--- config.mk ---
export PLATFORM = sky130hd
export DESIGN_NAME = aclint_memory
export DESIGN_NICKNAME = d
export VERILOG_FILES = /design/src/rtl/aclint_memory.sv
export SDC_FILE = /design/constraint.sdc
export NUM_CORES = 1
export LEC_CHECK = 0
export CAP_MARGIN = 20
export CORE_ASPECT_RATIO = 0.8
export CORE_UTILIZATION = 33
export CTS_CLUSTER_SIZE = 8
export DETAILED_ROUTE_END_ITERATION = 6
export GPL_ROUTABILITY_DRIVEN = 0
export HOLD_SLACK_MARGIN = 0.03
export SYNTH_ARGS = -nofsm -noshare
export SYNTH_HDL_FRONTEND = slang
export SYNTH_SLANG_ARGS = --single-unit
--- constraint.sdc ---
create_clock -name clk -period 3.86 [get_ports clk]
set_input_delay 0.386 -clock clk [delete_from_list [all_inputs] [get_ports clk]]
set_output_delay 0.386 -clock clk [all_outputs]
set_load 0.005 [all_outputs]
--- src/rtl/aclint_memory.sv ---
// aclint_memory: memory-mapped ACLINT slave on the core peripheral bus.
// It owns the msip, mtimecmp and mtime registers and the setssip doorbell.
// It feeds MIP.MSIP, MIP.MTIP, the SSIP set request and the TIME CSR to the CSR unit.
//
// Ports:
//   clk, rst       - core clock, synchronous active-high reset
//   bus_valid      - request valid; bus_ready is always 1, so every valid request is accepted
//   bus_addr       - absolute, 8-byte aligned byte address
//   bus_wen        - 1 = write, 0 = read
//   bus_wdata      - write data
//   bus_wmask      - write byte enables
//   bus_rvalid     - response strobe, one cycle after acceptance
//   bus_rdata      - registered read data (0 for write responses)
//   msip           - machine software interrupt pending
//   mtip           - machine timer interrupt pending (mtime >= mtimecmp)
//   setssip        - one-cycle pulse requesting SIP.SSIP set
//   mtime          - current mtime value for the TIME CSR
module aclint_memory #(
  parameter int unsigned TICK_DIV   = 1,
  parameter int unsigned DATA_WIDTH = 64
) (
  input  logic                    clk,
  input  logic                    rst,
  input  logic                    bus_valid,
  output logic                    bus_ready,
  input  logic [63:0]             bus_addr,
  input  logic                    bus_wen,
  input  logic [DATA_WIDTH-1:0]   bus_wdata,
  input  logic [DATA_WIDTH/8-1:0] bus_wmask,
  output logic                    bus_rvalid,
  output logic [DATA_WIDTH-1:0]   bus_rdata,
  output logic                    msip,
  output logic                    mtip,
  output logic                    setssip,
  output logic [63:0]             mtime
);

  localparam logic [63:0] MMAP_ACLINT_BEGIN = 64'h0000_0000_0200_0000;

  // Word offsets: byte offset bits [15:3]
  localparam logic [12:0] OFF_MSIP     = 13'h0000;  // 0x0000
  localparam logic [12:0] OFF_MTIMECMP = 13'h0800;  // 0x4000
  localparam logic [12:0] OFF_MTIME    = 13'h0fff;  // 0x7ff8
  localparam logic [12:0] OFF_SETSSIP  = 13'h1000;  // 0x8000

  localparam int unsigned      DIV_W    = (TICK_DIV > 1) ? $clog2(TICK_DIV) : 1;
  localparam logic [DIV_W-1:0] DIV_LAST = DIV_W'(TICK_DIV - 1);
  localparam logic [DIV_W-1:0] DIV_ONE  = DIV_W'(1);

  // Byte-granular merge of new data into an existing 64-bit value
  function automatic logic [63:0] byte_merge(input logic [63:0] old_v,
                                             input logic [63:0] new_v,
                                             input logic [7:0]  mask);
    logic [63:0] res;
    for (int i = 0; i < 8; i++) begin
      res[8*i +: 8] = mask[i] ? new_v[8*i +: 8] : old_v[8*i +: 8];
    end
    return res;
  endfunction

  logic [63:0]      mtime_r;
  logic [63:0]      mtimecmp_r;
  logic             msip_r;
  logic [DIV_W-1:0] div_r;
  logic             rvalid_r;
  logic [63:0]      rdata_r;
  logic             setssip_r;

  logic [63:0] offset_s;
  logic [12:0] word_s;
  logic        in_window_s;
  logic        accept_s;
  logic        wr_s;
  logic        wr_msip_s;
  logic        wr_mtimecmp_s;
  logic        wr_mtime_s;
  logic        wr_setssip_s;
  logic        tick_s;
  logic [63:0] rdata_s;
  logic [63:0] mtime_next_s;
  logic        unused_addr_s;

  assign offset_s      = bus_addr - MMAP_ACLINT_BEGIN;
  // Addresses below the base wrap to huge offsets, so the upper-bits test covers both ends
  assign in_window_s   = (offset_s[63:16] == 48'h0);
  assign word_s        = offset_s[15:3];
  assign unused_addr_s = ^offset_s[2:0];

  assign bus_ready     = 1'b1;
  assign accept_s      = bus_valid && bus_ready;
  assign wr_s          = accept_s && bus_wen && in_window_s;
  assign wr_msip_s     = wr_s && (word_s == OFF_MSIP);
  assign wr_mtimecmp_s = wr_s && (word_s == OFF_MTIMECMP);
  assign wr_mtime_s    = wr_s && (word_s == OFF_MTIME);
  assign wr_setssip_s  = wr_s && (word_s == OFF_SETSSIP);

  assign tick_s = (div_r == DIV_LAST);

  // Read mux: register values before any update in this cycle
  always_comb begin
    rdata_s = 64'h0;
    if (in_window_s) begin
      case (word_s)
        OFF_MSIP:     rdata_s = {63'h0, msip_r};
        OFF_MTIMECMP: rdata_s = mtimecmp_r;
        OFF_MTIME:    rdata_s = mtime_r;
        default:      rdata_s = 64'h0;
      endcase
    end else begin
      rdata_s = 64'h0;
    end
  end

  // Next mtime: a bus write beats the tick increment and merges into the pre-increment value
  always_comb begin
    mtime_next_s = mtime_r;
    if (wr_mtime_s) begin
      mtime_next_s = byte_merge(mtime_r, bus_wdata, bus_wmask);
    end else if (tick_s) begin
      mtime_next_s = mtime_r + 64'd1;
    end else begin
      mtime_next_s = mtime_r;
    end
  end

  // Tick divider: free-running, unaffected by mtime writes
  always_ff @(posedge clk) begin
    if (rst) begin
      div_r <= '0;
    end else if (tick_s) begin
      div_r <= '0;
    end else begin
      div_r <= div_r + DIV_ONE;
    end
  end

  // Timer and software-interrupt registers
  always_ff @(posedge clk) begin
    if (rst) begin
      mtime_r    <= 64'h0;
      mtimecmp_r <= 64'hffff_ffff_ffff_ffff;
      msip_r     <= 1'b0;
    end else begin
      mtime_r <= mtime_next_s;
      if (wr_mtimecmp_s) begin
        mtimecmp_r <= byte_merge(mtimecmp_r, bus_wdata, bus_wmask);
      end
      if (wr_msip_s && bus_wmask[0]) begin
        msip_r <= bus_wdata[0];
      end
    end
  end

  // Bus response and setssip doorbell pulse
  always_ff @(posedge clk) begin
    if (rst) begin
      rvalid_r  <= 1'b0;
      rdata_r   <= 64'h0;
      setssip_r <= 1'b0;
    end else begin
      rvalid_r  <= accept_s;
      rdata_r   <= (accept_s && !bus_wen) ? rdata_s : 64'h0;
      setssip_r <= wr_setssip_s && bus_wmask[0] && bus_wdata[0];
    end
  end

  assign bus_rvalid = rvalid_r;
  assign bus_rdata  = rdata_r;
  assign setssip    = setssip_r;
  assign msip       = msip_r;
  assign mtime      = mtime_r;
  assign mtip       = (mtime_r >= mtimecmp_r);

endmodule

==> impl_metrics.tcl <==
set metrics [dict create \
    outcome "complete, no violations" \
    coreArea_um2 32850 \
    hpwl_mm 29.87 \
    drv_cap 0 \
    clockRootBuffer "clkbuf_16" \
    antenna_cells 0 \
    grt_setup_unrepaired "false" \
    syn_avg_cell_area_um2 7.959 \
    async_flop_share_pct 0 \
    hold_path_depth 2 \
    drt_iter0_drc 949 \
    fill_cells 3151 \
    startpoint_type "input port" \
    synthCells 1399 \
    ys_seq_area_share_pct 35.24 \
    crit_top_cell "or4_1" \
    dr.pass1.iters 6 \
    vias 11822 \
    antenna_found_initial 0 \
    cts_hold_buf 0 \
    cpPeakStageDelay_ns 0.55 \
    slowest_stage "or4_1" \
    intPower_mw 3.127 \
    drc_errors 0 \
    reg2reg_from "mtime[7]$_SDFFE_PP0P_" \
    grt_pass1_vias 11618 \
    cpLargestDelayFamily "simple AND/OR/NAND/NOR gates" \
    cts_buffer_depth 2 \
    cts_sinks 196 \
    critPathRequiredTime_ns 4.18 \
    critical_path_buf_inv_count 3 \
    insertion_delay_ns 0.45 \
    grt-ovfl-total 0 \
    viasPerCell 5.347 \
    synth_ff_type "dfxtp_1" \
    rr_worst_depth 10 \
    critPathMaxFanout 8 \
    yosysMostFrequentCell "nor2_1" \
    cp-end-kind "flop" \
    power_density_nw_per_um2 256.8 \
    die_y_um 166.3 \
    synthesis.area_um2 11130 \
    combinationalPowerShare_pct 8.9 \
    p_leak_nw 7.121 \
    holdWs_ns 0.4388 \
    yosys.cell_types.count 61 \
    clockPowerShare_pct 42.2 \
    setup_viol 0 \
    yosysTopAreaCell "dfxtp_1" \
    fin_crit_sh_pct 95.55 \
    switchingPower_mw 1.011 \
    io_buffer_count 268 \
    nets 1979 \
    yosys_warnings 0 \
    row_count 59 \
    syn_nets 1605 \
    reg2reg_to "mtime[61]$_SDFFE_PP0P_" \
    p_sw_share_pct 24.43 \
    initial_core_util_pct 33.89 \
    yosys-top-cells-area "dfxtp_1 (35%), nor2_1 (8.3%), ha_1 (7.4%), mux2i_1 (6.4%), a22oi_1 (4.3%)" \
    chipWidth_um 207.4 \
    dp.cells 2180 \
    wirelength_mm 38.91 \
    fmax_mhz 271.1 \
    hp-class "input port to flop" \
    worstMarginPinSlew_ns 0.8347 \
    grt_max_degree 112 \
    synth_top_area_share_pct 35.24 \
    synth_edf_count 0 \
    synth_common_cells "nor2_1 (246), dfxtp_1 (196), inv_1 (83)" \
    grt_usage_pct 22.37 \
    timing.final.crit_period_ns 3.688 \
    areaGrowthSynthToFinish_pct 44.74 \
    hold_viol 0 \
    timing.final.max_slew_violations 0 \
    clk_pin_slew_ns 0.07 \
    path_cells "clkdlybuf4s50_1 -> or4_1 -> or3_4 -> nor4_2 -> xor2_1 -> or4_1 -> or4_1 -> nor3_2 -> buf_6 -> nand2_1 -> buf_12 -> mux2i_1" \
    ys_ff_latch 196 \
    hp-start "rst" \
    setup_tns_ns 0 \
    path_class "input port to flop" \
    peakVddDrop_mv 0.2605 \
    io_pins 273 \
    instances_no_fill 2211 \
    slew_headroom_pct 44.35 \
    min_to "bus_rvalid$_SDFF_PP0_" \
    grt_pass1_wl_mm 62.08 \
    setup_slack_ns 0.1716 \
    fin_skew_ns 0.01316 \
    utilization_pct 49.06 \
    arrival_ns 4.01 \
    cts_tree "yes" \
    critPathLaunch "bus_addr[25]" \
    seqPwrFrac_pct 49.0 \
    ff2ff_setup_slack_ns 0.25 \
    place_ws_ns -0.4154 \
    h-tree-depth 4 \
    drive_above_1_share_pct 12.78 \
    die_area_um2 34480 \
    postRouteAntennaNets 0 \
    cts_buffers 17 \
    wl_per_cell_um 17.60 \
]
==> routing by layer <==
metal	track usage (%)	wire (um)
met4	5.029	479
met5	0	0
met3	4.255	2325
met1	32.11	19190
met2	34.37	16910
==> power by group through the flow <==
stage	Clock [mW]	Sequential, mW	Combinational (mW)
after floorplan	0	2.08	0.108
after global placement	0	2.07	0.360
after detailed placement	0	2.07	0.363
after CTS	1.78	2.03	0.365
after global routing	1.86	2.03	0.396
final	1.74	2.03	0.368
==> what timing repair did <==
action,4_1_cts,5_1_grt
pin swaps,4,7
cloned,0,0
gates resized for setup,9,20
endpoints found under the setup margin,1,47
setup buffers,1,0
hold endpoints to repair,0,0
==> per-stage QoR <==
step / total power, mW / instance area, um^2
2_1_floorplan: 2.184 / 11130
3_3_place_gp: 2.434 / 15400
3_5_place_dp: 2.436 / 15400
4_1_cts: 4.172 / 16000
5_1_grt: 4.286 / 16120
6_report: 4.138 / 16120
==> cells in the final DEF, fill, tap and decap left out, types with 17 or more instances in the layout <==
cell type        count
a211oi_1            26
clkbuf_16           17
buf_4              153
nor4_1              36
nand4_1             37
nand2_1             69
and3_1              22
nor2_1             245
a21oi_1             42
dfxtp_1            196
nand3_1             55
a31oi_1             33
inv_1               83
a22oi_1             64
clkdlybuf4s50_1    266
ha_1                66
nor3_1              54
mux2i_1             71
o21ai_0             22
==> registers in the layout, summed over array words and instances (netlist names) <==
register / cells
msip: 1
mtimecmp_r: 64
mtime: 64
bus_rvalid: 1
bus_rdata: 64
div_r: 1
setssip: 1
==> worst max-delay path by stage <==
stage | cells past startpoint | end | slack [ns]
2_1_floorplan | 11 | mtimecmp_r[0]$_SDFFE_PP1P_ | -0.01
3_3_place_gp | 12 | mtimecmp_r[31]$_SDFFE_PP1P_ | -0.37
3_5_place_dp | 13 | mtime[51]$_SDFFE_PP0P_ | -0.42
4_1_cts | 12 | mtip | 0.02
5_1_grt | 13 | mtime[56]$_SDFFE_PP0P_ | 0.03
6_report | 12 | mtimecmp_r[46]$_SDFFE_PP1P_ | 0.17
==> cell type report <==
| class | count | area [um^2] | share of cell area (%) |
|---|---|---|---|
| inverter | 83 | 311.5 | 1.933 |
| tap | 427 | 534.3 | 3.315 |
| clock buffer | 19 | 442.9 | 2.748 |
| sequential | 196 | 3924 | 24.35 |
| clock inverter | 11 | 102.6 | 0.6366 |
| multi-input combinational | 1045 | 6794 | 42.16 |
| timing repair buffer | 430 | 4006 | 24.86 |
==> kinds of logic after synthesis <==
logic type                 Yosys count  share of synthesized area, %
AOI/OAI and AO/OA                  263                         16.41
xor gates and xnor gates            11                        0.8652
adders and majority gates           66                         7.417
buffers and inverters              158                         5.383
DFF                                196                         35.24
muxes                               73                         6.585
other                                2                       0.06745
and+or+nand+nor                    630                         28.04
(Power assumes the default switching activity.)
